===== config.mk =====
export PLATFORM = sky130hd
export DESIGN_NAME = seq_magnitude_comparator_flat
export DESIGN_NICKNAME = d
export VERILOG_FILES = /design/src/rtl/seq_magnitude_comparator_if.sv /design/src/rtl/seq_magnitude_comparator.sv /design/src/flat_wrapper.sv
export SDC_FILE = /design/constraint.sdc
export NUM_CORES = 1
export LEC_CHECK = 0
export ABC_AREA = 1
export CAP_MARGIN = 10
export CORE_ASPECT_RATIO = 1.75
export CORE_MARGIN = 2
export CORE_UTILIZATION = 30
export DETAILED_ROUTE_END_ITERATION = 7
export PLACE_DENSITY = 0.49
export SLEW_MARGIN = 20
export SYNTH_ARGS = -nofsm -noshare
export SYNTH_HDL_FRONTEND = slang
export SYNTH_SLANG_ARGS = --single-unit

===== constraint.sdc =====
create_clock -name clk -period 2.36 [get_ports clk]
set_input_delay 0.59 -clock clk [delete_from_list [all_inputs] [get_ports clk]]
set_output_delay 0.59 -clock clk [all_outputs]
set_load 0.02 [all_outputs]

===== src/rtl/seq_magnitude_comparator_if.sv =====
// Request/result bundle for the serial magnitude comparator: operands and
// cascade inputs travel from the requester, status and verdict flow back.
interface seq_magnitude_comparator_if #(
    parameter int WIDTH = 8
);
    logic             start;
    logic [WIDTH-1:0] a;
    logic [WIDTH-1:0] b;
    logic             Gi;
    logic             Ei;
    logic             Li;
    logic             busy;
    logic             done;
    logic             Go;
    logic             Eo;
    logic             Lo;

    modport master (
        output start, a, b, Gi, Ei, Li,
        input  busy, done, Go, Eo, Lo
    );

    modport slave (
        input  start, a, b, Gi, Ei, Li,
        output busy, done, Go, Eo, Lo
    );
endinterface


===== src/rtl/seq_magnitude_comparator.sv =====
// Serial, cascadable unsigned magnitude comparator. Walks the operands one
// DIGIT-bit slice per clock, most-significant first, and stops at the first
// slice that differs. A cleared cascade-equal input short-circuits the walk
// and forwards the upstream greater/less verdict untouched.
module seq_magnitude_comparator #(
    parameter int WIDTH = 8,
    parameter int DIGIT = 2
) (
    input  logic                        clk,
    input  logic                        reset,
    seq_magnitude_comparator_if.slave   bus
);
    localparam int NDIG  = WIDTH / DIGIT;
    localparam int IDX_W = (NDIG > 1) ? $clog2(NDIG) : 1;
    localparam logic [IDX_W-1:0] LAST_IDX = IDX_W'(NDIG - 1);

    typedef enum logic {
        IDLE = 1'b0,
        CMP  = 1'b1
    } state_t;

    state_t           state;
    logic [IDX_W-1:0] idx;
    logic [WIDTH-1:0] a_q;
    logic [WIDTH-1:0] b_q;
    logic             gi_q;
    logic             ei_q;
    logic             li_q;
    logic             busy_q;
    logic             done_q;
    logic             go_q;
    logic             eo_q;
    logic             lo_q;
    logic [DIGIT-1:0] dig_a;
    logic [DIGIT-1:0] dig_b;

    // Slice i counted from the top: shift it up into the MSBs, then take them.
    function automatic logic [DIGIT-1:0] digit_of(input logic [WIDTH-1:0] v,
                                                  input logic [IDX_W-1:0] i);
        logic [WIDTH-1:0] sh;
        sh = v << (i * DIGIT);
        return sh[WIDTH-1 -: DIGIT];
    endfunction

    // Current digit pair under examination.
    always_comb begin
        dig_a = digit_of(a_q, idx);
        dig_b = digit_of(b_q, idx);
    end

    // Handshake FSM: capture on accept, one digit per edge, registered verdict.
    always_ff @(posedge clk) begin
        if (reset) begin
            state  <= IDLE;
            idx    <= '0;
            a_q    <= '0;
            b_q    <= '0;
            gi_q   <= 1'b0;
            ei_q   <= 1'b0;
            li_q   <= 1'b0;
            busy_q <= 1'b0;
            done_q <= 1'b0;
            go_q   <= 1'b0;
            eo_q   <= 1'b0;
            lo_q   <= 1'b0;
        end else begin
            done_q <= 1'b0;
            case (state)
                IDLE: begin
                    if (bus.start) begin
                        a_q    <= bus.a;
                        b_q    <= bus.b;
                        gi_q   <= bus.Gi;
                        ei_q   <= bus.Ei;
                        li_q   <= bus.Li;
                        idx    <= '0;
                        busy_q <= 1'b1;
                        state  <= CMP;
                    end
                end
                CMP: begin
                    if (!ei_q) begin
                        go_q   <= gi_q;
                        eo_q   <= 1'b0;
                        lo_q   <= li_q;
                        done_q <= 1'b1;
                        busy_q <= 1'b0;
                        state  <= IDLE;
                    end else if (dig_a > dig_b) begin
                        go_q   <= 1'b1;
                        eo_q   <= 1'b0;
                        lo_q   <= 1'b0;
                        done_q <= 1'b1;
                        busy_q <= 1'b0;
                        state  <= IDLE;
                    end else if (dig_a < dig_b) begin
                        go_q   <= 1'b0;
                        eo_q   <= 1'b0;
                        lo_q   <= 1'b1;
                        done_q <= 1'b1;
                        busy_q <= 1'b0;
                        state  <= IDLE;
                    end else if (idx == LAST_IDX) begin
                        go_q   <= 1'b0;
                        eo_q   <= 1'b1;
                        lo_q   <= 1'b0;
                        done_q <= 1'b1;
                        busy_q <= 1'b0;
                        state  <= IDLE;
                    end else begin
                        idx <= idx + 1'b1;
                    end
                end
                default: begin
                    state  <= IDLE;
                    busy_q <= 1'b0;
                end
            endcase
        end
    end

    assign bus.busy = busy_q;
    assign bus.done = done_q;
    assign bus.Go   = go_q;
    assign bus.Eo   = eo_q;
    assign bus.Lo   = lo_q;
endmodule

===== src/flat_wrapper.sv =====
// flat-port wrapper written by rule: the top's interface ports become plain ports
module seq_magnitude_comparator_flat 
#(
    parameter int WIDTH = 8,
    parameter int DIGIT = 2
)
  (clk, reset, bus_start, bus_a, bus_b, bus_Gi, bus_Ei, bus_Li, bus_busy, bus_done, bus_Go, bus_Eo, bus_Lo);
  seq_magnitude_comparator_if #(.WIDTH(WIDTH)) bus_i ();
  input  logic clk;
  input  logic reset;
  input wire logic [$bits(bus_i.start)-1:0] bus_start;
  input wire logic [$bits(bus_i.a)-1:0] bus_a;
  input wire logic [$bits(bus_i.b)-1:0] bus_b;
  input wire logic [$bits(bus_i.Gi)-1:0] bus_Gi;
  input wire logic [$bits(bus_i.Ei)-1:0] bus_Ei;
  input wire logic [$bits(bus_i.Li)-1:0] bus_Li;
  output wire logic [$bits(bus_i.busy)-1:0] bus_busy;
  output wire logic [$bits(bus_i.done)-1:0] bus_done;
  output wire logic [$bits(bus_i.Go)-1:0] bus_Go;
  output wire logic [$bits(bus_i.Eo)-1:0] bus_Eo;
  output wire logic [$bits(bus_i.Lo)-1:0] bus_Lo;
  assign bus_i.start = bus_start;
  assign bus_i.a = bus_a;
  assign bus_i.b = bus_b;
  assign bus_i.Gi = bus_Gi;
  assign bus_i.Ei = bus_Ei;
  assign bus_i.Li = bus_Li;
  assign bus_busy = bus_i.busy;
  assign bus_done = bus_i.done;
  assign bus_Go = bus_i.Go;
  assign bus_Eo = bus_i.Eo;
  assign bus_Lo = bus_i.Lo;
  seq_magnitude_comparator #(.WIDTH(WIDTH), .DIGIT(DIGIT)) u_core (.clk(clk), .reset(reset), .bus(bus_i));
endmodule

==> reports/results.tsv <==
metric	value	unit
Final Skew	1.28	ps
# H-tree levels	1	
CTS clk-pin slew, worst paths	90	ps
reg2reg start	u_core.idx[0]$_SDFFE_PP0P_	
reg2reg path depth	12	
most frequent cells in the layout	nor2_1, dfxtp_1, clkdlybuf4s50_1	
CTS Hold Buffers Added	0	
Compound-Gate Fraction of Synth Area	0.144	
Critical Path AT	2170	ps
CTS max path bufs	2	
Post-Synth Adder-Cell Area	0.0313	
largest cells by area after synthesis	dfxtp_1, nor2_1, nand2_1	
setup TNS	0	ps
dpl ws	456	ps
clock power share	0.274	
drc violations	0	
die width	51.8	um
yosys warns	0	
Seq pwr share	0.533	
Gate power share	0.193	
WP data required	2580	ps
post-synthesis sequential area ratio	0.450	
Avg WL per Cell	11.6	um
detailed router's first-iteration violation count	26	
Synth top area share	0.450	
initial antenna violation count	0	
outcome	finished, final reports clean	
CTS Buf Count	3	
Root Driver	clkbuf_8	
Port-buffer cells	26	
Detailed Route WL	2770	um
worst vdd ir	346	uV
met2 wire length	1540	um
Int Pwr	698	uW
Sink Count	27	
Seq cells post-synth	27	
Reg2Reg Capture Point	u_core.bus.Eo$_SDFFE_PP0P_	
fillcell total	420	
Antenna Nets Post-Route	0	
Sw Pwr	263	uW
CP Max Fanout	10	
site row count	30	
TritonCTS clock tree	built	
P&R area growth vs syn	28.6	%
Total Routing Usage GR	0.134	
relative slew slack	0.764	
starting density of the core	0.311	
Final Max Tran Viols	0	
Worst Hold Class	reg -> reg	
Leakage	0.000660	uW
core area	0.00387	sq mm
global-route wire length before repair	4620	um
I/O pin count	27	
aggregate global routing overflow	0	
final hold viol count	0	
clock latency at the later pin of the worst-skew pair	270	ps
met3 WL post-DR	99	um
DP HPWL	2060	um
minimum clock period	1950	ps
Worst-Margin Slew	354	ps
diode count	0	
critical path class	reg -> reg	
vias in the first global route	1064	
syn avg cell area	7.37	sq um
Max Used Layer	met4	
syn nets	188	
Post-Synth XOR/XNOR Area	0	
CP Launch Type	flop	
most common cell after layout, fill and taps aside	nor2_1	
biggest area consumer among synthesized cells	dfxtp_1	
unrepaired setup endpoints after global routing	no	
post-route setup slack	414	ps
Post-CTS Setup Inserts	0	
DRT Pass-1 Iters	4	
Worst setup EP type	flop	
WHS Path Cells	2	
M1 WL	1100	um
main combinational cell family by area after synthesis	simple AND/OR/NAND/NOR gates	
Min-Delay Startpoint	u_core.bus.Lo$_SDFFE_PP0P_	
Via Count	1097	
maxcap violations	0	
Netlist cell types	24	
Mapped Cells	163	
vias per cell	4.61	
netlist area before placement	0.00120	sq mm
PostCTS Resize Cnt	0	
Highest Clock Rate	514	MHz
Die H	87.7	um
NumNets Final	216	
routability cong.	0.733	
pin count of the biggest net entering global routing	22	
# setup viols final	0	
share of layout cells above drive strength 1	0.0895	
end of the worst hold path	u_core.bus.Lo$_SDFFE_PP0P_	
multiplexer area fraction after synthesis	0	
post-synthesis simple-gate area fraction	0.295	
Sw Ratio	0.274	
crit share post-route	0.825	
worst reg2reg setup slack	410	ps
pwr dens	622	mW/mm^2
Die Area	0.00455	sq mm
[final cells by class]
cell class | instances | area [sq um] | area share
Clock buffer | 4 | 45.0 | 0.0291
Inverter | 12 | 45.0 | 0.0291
Multi-Input combinational cell | 117 | 564 | 0.365
Sequential cell | 27 | 541 | 0.350
Timing Repair Buffer | 30 | 290 | 0.188
Tap cell | 48 | 60.1 | 0.0389
[worst max-delay path: stages (launching register included)]
cell and delay, ps:
dfxtp_1 350, clkinv_1 240, o21ai_0 260, o22ai_1 100
ha_1 320, nand2_2 80, nor2_4 130, nand3_4 90
nand2_2 80, inv_2 50, nor2_4 100, nand2_1 60
nand2_1 50
[logic make-up after synthesis]
family,after synthesis
AO/OA/AOI/OAI,32
adder cells (fa/ha/maj),3
buffers and inverters,19
flip-flops,27
AND/OR/NAND/NOR,82
[stage by stage]
stage	total power (uW)	instances	util	hold WS (ps)	cell area, sq um
global route	1020	238	0.400	478	1550
CTS	978	238	0.400	450	1550
floorplan	639	163	-	456	1200
finish	961	238	0.400	447	1550
detailed placement	711	234	0.388	432	1500
global placement	708	234	0.388	433	1500
[cells in the mapped netlist (all sizes together)]
library cell	number
nand3	4
inv	11
nand4	1
dfxtp	27
clkinv	1
ha	3
nor2	49
o21ai	24
o22ai	2
a32o	2
clkbuf	1
buf	6
a21oi	4
nor3	1
nand2	27
[power by group through the flow]
stage	Sequential, uW	Clock (uW)	Combinational (uW)
floorplan	521	0	117
global placement	523	0	185
detailed placement	523	0	188
CTS	513	277	189
global route	517	294	210
finish	512	263	186
[per-layer routing]
metal | track usage | vias to the layer above
met1 | 0.141 | 494
met5 | 0 | -
met2 | 0.253 | 27
met3 | 0.0171 | 2
li1 | - | 574
met4 | 0.0574 | 0
[sequential cells by signal, indices dropped and copies added (netlist names)]
signal	cells
u_core.li_q	1
u_core.bus.Eo	1
u_core.bus.Go	1
u_core.bus.busy	1
u_core.gi_q	1
u_core.a_q	8
u_core.idx	2
u_core.bus.done	1
u_core.bus.Lo	1
u_core.ei_q	1
u_core.b_q	8
u_core.state	1
[worst max-delay path by stage]
stage / from / endpoint / slack (ps) / cells past startpoint
6_report: u_core.idx[0]$_SDFFE_PP0P_ / u_core.bus.Eo$_SDFFE_PP0P_ / 410 / 12
3_3_place_gp: u_core.idx[0]$_SDFFE_PP0P_ / u_core.bus.Go$_SDFFE_PP0P_ / 540 / 12
4_1_cts: u_core.idx[0]$_SDFFE_PP0P_ / u_core.bus.Eo$_SDFFE_PP0P_ / 440 / 12
2_1_floorplan: u_core.idx[0]$_SDFFE_PP0P_ / u_core.idx[0]$_SDFFE_PP0P_ / 560 / 12
3_5_place_dp: u_core.idx[0]$_SDFFE_PP0P_ / u_core.bus.Eo$_SDFFE_PP0P_ / 460 / 12
5_1_grt: u_core.idx[0]$_SDFFE_PP0P_ / u_core.bus.Go$_SDFFE_PP0P_ / 220 / 12
Power figures use the tool's default switching activity.
==> variant 1: new RTL, same flow settings <==
`WIDTH` is set to 8 in 3 places; all go to 4.
--- a/src/rtl/seq_magnitude_comparator_if.sv
+++ b/src/rtl/seq_magnitude_comparator_if.sv
@@ -2,5 +2,5 @@
 // cascade inputs travel from the requester, status and verdict flow back.
 interface seq_magnitude_comparator_if #(
-    parameter int WIDTH = 8
+    parameter int WIDTH = 4
 );
     logic             start;
--- a/src/rtl/seq_magnitude_comparator.sv
+++ b/src/rtl/seq_magnitude_comparator.sv
@@ -4,5 +4,5 @@
 // and forwards the upstream greater/less verdict untouched.
 module seq_magnitude_comparator #(
-    parameter int WIDTH = 8,
+    parameter int WIDTH = 4,
     parameter int DIGIT = 2
 ) (
--- a/src/flat_wrapper.sv
+++ b/src/flat_wrapper.sv
@@ -2,5 +2,5 @@
 module seq_magnitude_comparator_flat 
 #(
-    parameter int WIDTH = 8,
+    parameter int WIDTH = 4,
     parameter int DIGIT = 2
 )
Interface: changed (resized bus_a and bus_b); port bits go from 27 to 19. No check against the original RTL was run, so the function may have changed too.
==> variant 1 against the unedited design <==
Sequential cell count down 9. Final area down 33%. Routed wire length down 41%. Total power down 25%. Die area down 32%. Clock skew up 2.6 ps. Area after synthesis down 33%. Sequential share of layout area down 0.36 points. Hold slack better by 17 ps. Utilization up 1.3 points. Setup slack better by 170 ps. Non-clock buffer count down 12. Fmax up 9.5%. Largest cell class unchanged. Largest power group unchanged.
==> variant 1: results (changes against the unedited design) <==
outcome - finished, final reports clean
CTS Root Cell - clkbuf_8
largest fanout on the critical path - 2 (-8)
sequential area share after synthesis - 45.1% (+0.070 points)
Clock Tree Buf Depth - 2 (unchanged)
H-tree depth - 1 (unchanged)
Synth cell types - 18 (-25%)
gr usage total - 12.6% (-0.74 points)
RR Startpoint - u_core.idx
Non-Filler Instances - 147 (-38%)
largest net degree at the start of global routing - 17 (-23%)
slowest cell on the critical path - clkdlybuf4s50_1
Post-Place Cells - 143 (-39%)
DRT Pass-1 Iters - 2 (-2)
Vias/cell - 4.65 (+0.80%)
CP startpoint - u_core.bus.Eo
dpl hpwl - 1270 um (-38%)
Worst-Skew Late Latency - 250 ps (-20 ps)
VDD IR max - 0.256 mV (-26%)
drt first-iter violations - 2 (-92%)
Slew HR - 71.4% (-5.0 points)
Port Buffers - 18 (-31%)
r2r setup slk - 630 ps (+220 ps)
final setup skew - 3.88 ps (+2.60 ps)
first-pass GRT wire length - 2940 um (-36%)
layout filler cell count - 278 (-34%)
final net count - 138 (-36%)
Synth top cells by count - nor2_1, dfxtp_1, nand2_1
dominant synthesized flop cell - dfxtp_1
layout cells sized above 1 - 10.7% (+1.8 points)
CP max stage delay - 600 ps (+250 ps)
Hold WS - 464 ps (+17.4 ps)
Leakage - 0.000439 uW (-33%)
Mapped Cells - 102 (-37%)
# Post-CTS Setup Buffers - 0 (unchanged)
PostCTS Resize Cnt - 0 (unchanged)
Largest regs - u_core.a_q: 4 flops, u_core.b_q: 4 flops
CP delay by family, top - buffers and inverters
routability congestion estimate - 0.709 (-3.3%)
DP Area - 986 um2 (-34%)
Clk pin slew, worst setup/hold paths - 70 ps (-20 ps)
WL final - 1620 um (-41%)
CTS buffer count - 3 (unchanged)
Critical Path AT - 1190 ps (-980 ps)
vias in the first global route - 672 (-37%)
synthesized net count - 118 (-37%)
Area contributors post-synth - dfxtp_1, nor2_1, o21ai_0, nand2_1, inv_1
variant 1: stage by stage:
stage          setup WS (ps)  power [uW]
3_5_place_dp             584         480
6_report                 583         722
3_3_place_gp             599         479
5_1_grt                  473         767
2_1_floorplan            937         434
4_1_cts                  568         733
variant 1: routing by layer:
layer | vias up | track usage (%) | part of all wire, % | wire length, um
li1 | 371 | - | - | -
met1 | 296 | 12.0 | 39 | 640
met2 | 12 | 24.2 | 56 | 910
met3 | 4 | 2.24 | 2.4 | 39
met4 | 0 | 7.07 | 1.9 | 31
met5 | - | 0 | 0 | 0
variant 1: worst paths after layout:
| check | endpoint | depth (start not counted) |
|---|---|---|
| worst min-delay path | u_core.bus.Lo | 2 |
| worst max register to register | u_core.bus.busy | 8 |
| worst max-delay path | bus_Eo | 1 |
| worst min register to register | u_core.bus.Lo | 2 |
variant 1: where the power goes:
group	switching [uW]	internal (uW)	leakage (uW)
Sequential	14.4	327	0.000148
Clock	103	148	0.0000288
Combinational	72.4	57.8	0.000262
Total	190	533	0.000439
variant 1: cell type report:
| cell class | instances | area (um2) | area share (%) |
|---|---|---|---|
| inverters | 10 | 37.5 | 3.61 |
| repair buffers | 18 | 180 | 17.3 |
| clock buffers | 4 | 55.1 | 5.29 |
| flip-flops and latches | 18 | 360 | 34.6 |
| multi-input cells | 71 | 375 | 36.1 |
| well taps | 26 | 32.5 | 3.12 |
variant 1: cell families (layout without fill, tap and decap cells):
kind of cell / Yosys count / count (layout) / synth area share, %
AO/OA/AOI/OAI: 18 / 18 / 11.7
AND/OR/NAND/NOR: 49 / 49 / 29.6
adder cells (fa/ha/maj): 2 / 2 / 3.13
flip-flops: 18 / 18 / 45.1
multiplexers: 2 / 2 / 2.50
buffers and inverters: 13 / 32 / 7.98
==> variant 2: new RTL, same flow settings <==
Without the edit above. Make the reset (`reset`) asynchronous in one clocked block.
--- a/src/rtl/seq_magnitude_comparator.sv
+++ b/src/rtl/seq_magnitude_comparator.sv
@@ -50,5 +50,5 @@
 
     // Handshake FSM: capture on accept, one digit per edge, registered verdict.
-    always_ff @(posedge clk) begin
+    always_ff @(posedge clk or posedge reset) begin
         if (reset) begin
             state  <= IDLE;
Check against the original RTL: differs if reset is asserted again (counterexample within 4 cycles, from zero or initial values and one cycle with reset high); with reset held inactive, the same outputs for 10 cycles.
==> variant 2 against the unedited design <==
Utilization rose by 0.58 points. Clock skew grew 1.5 ps. Area after synthesis up 2.5%. Setup slack got worse by 81 ps. Final area rose by 2.4%. Sequential cell count unchanged. Routed wire length decreased by 14%. Critical path type unchanged.
Power is not compared: it rests on default switching activity, and its combinational part moved more than twofold at a synthesized area within 25%.
==> variant 2: results (changes against the unedited design) <==
outcome - finished, final reports clean
RR Startpoint - u_core.idx[0]
met2 usage - 22.8% (-2.5 points)
multi-input gates - 78 (-33%)
multi-input gate share of total cell area - 31.1% (-5.4 points)
Met2 Wirelength - 1400 um (-9.2%)
clk tree area frac - 2.85% (-0.069 points)
post-synthesis compound-gate area fraction - 7.52% (-6.9 points)
first-pass GRT wire length - 4030 um (-13%)
GRT met3 Usage - 1.01% (-0.69 points)
Post-Place Cells - 191 (-18%)
sequential area share after synthesis - 54.9% (+9.9 points)
Non-clk bufs - 27 (-10%)
Synth top cells by count - dfrtp_1, nand2_1, mux2_2
CP max stage delay - 550 ps (+200 ps)
pre-CTS setup slack - 337 ps (-119 ps)
Critical Path AT - 2200 ps (+30 ps)
vias in the first global route - 944 (-11%)
largest net degree at the start of global routing - 28 (+27%)
Least-Margin Pin Slew - 336 ps (-17.5 ps)
Area contributors post-synth - dfrtp_1, mux2_2, nand2_1, o21ai_0, nor2_1
dominant synthesized flop cell - dfrtp_1
Vias/cell - 4.64 (+0.58%)
mux cell area share after synthesis - 14.9% (+15 points)
final net count - 173 (-20%)
dpl hpwl - 1800 um (-13%)
Vias - 904 (-18%)
largest fanout on the critical path - 13 (+3)
Post-Synth Adder-Cell Area - 3.05% (-0.076 points)
layout filler cell count - 408 (-2.9%)
gr usage total - 11.6% (-1.8 points)
drt first-iter violations - 20 (-23%)
DP Area - 0.00154 mm2 (+2.5%)
synthesized net count - 144 (-23%)
==> variant 2: cell count changes after synthesis, moves of 3 or more <==
cell,unedited run,this run
dfrtp_1,0,27
o21ai_0,14,11
dfxtp_1,27,0
nand2_1,24,21
nor2_1,46,12
o21ai_1,10,0
mux2_2,0,15
==> variant 2: worst paths after layout <==
| kind | to | slack [ps] | cells past startpoint |
|---|---|---|---|
| min in group asynchronous | u_core.li_q | 680 | 3 |
| min | u_core.bus.Eo | 490 | 2 |
| min reg2reg | u_core.bus.Eo | 490 | 2 |
| max in group asynchronous | u_core.a_q[3] | 1430 | 3 |
| max | u_core.bus.Go | 330 | 11 |
| max reg2reg | u_core.bus.Go | 330 | 11 |
==> variant 2: power by group through the flow <==
stage / logic (uW) / registers [uW] / clock network (uW)
after floorplan: 576 / 786 / 0
after global placement: 785 / 799 / 0
after detailed placement: 802 / 801 / 0
after CTS: 813 / 791 / 268
after global routing: 911 / 815 / 293
final: 793 / 788 / 258
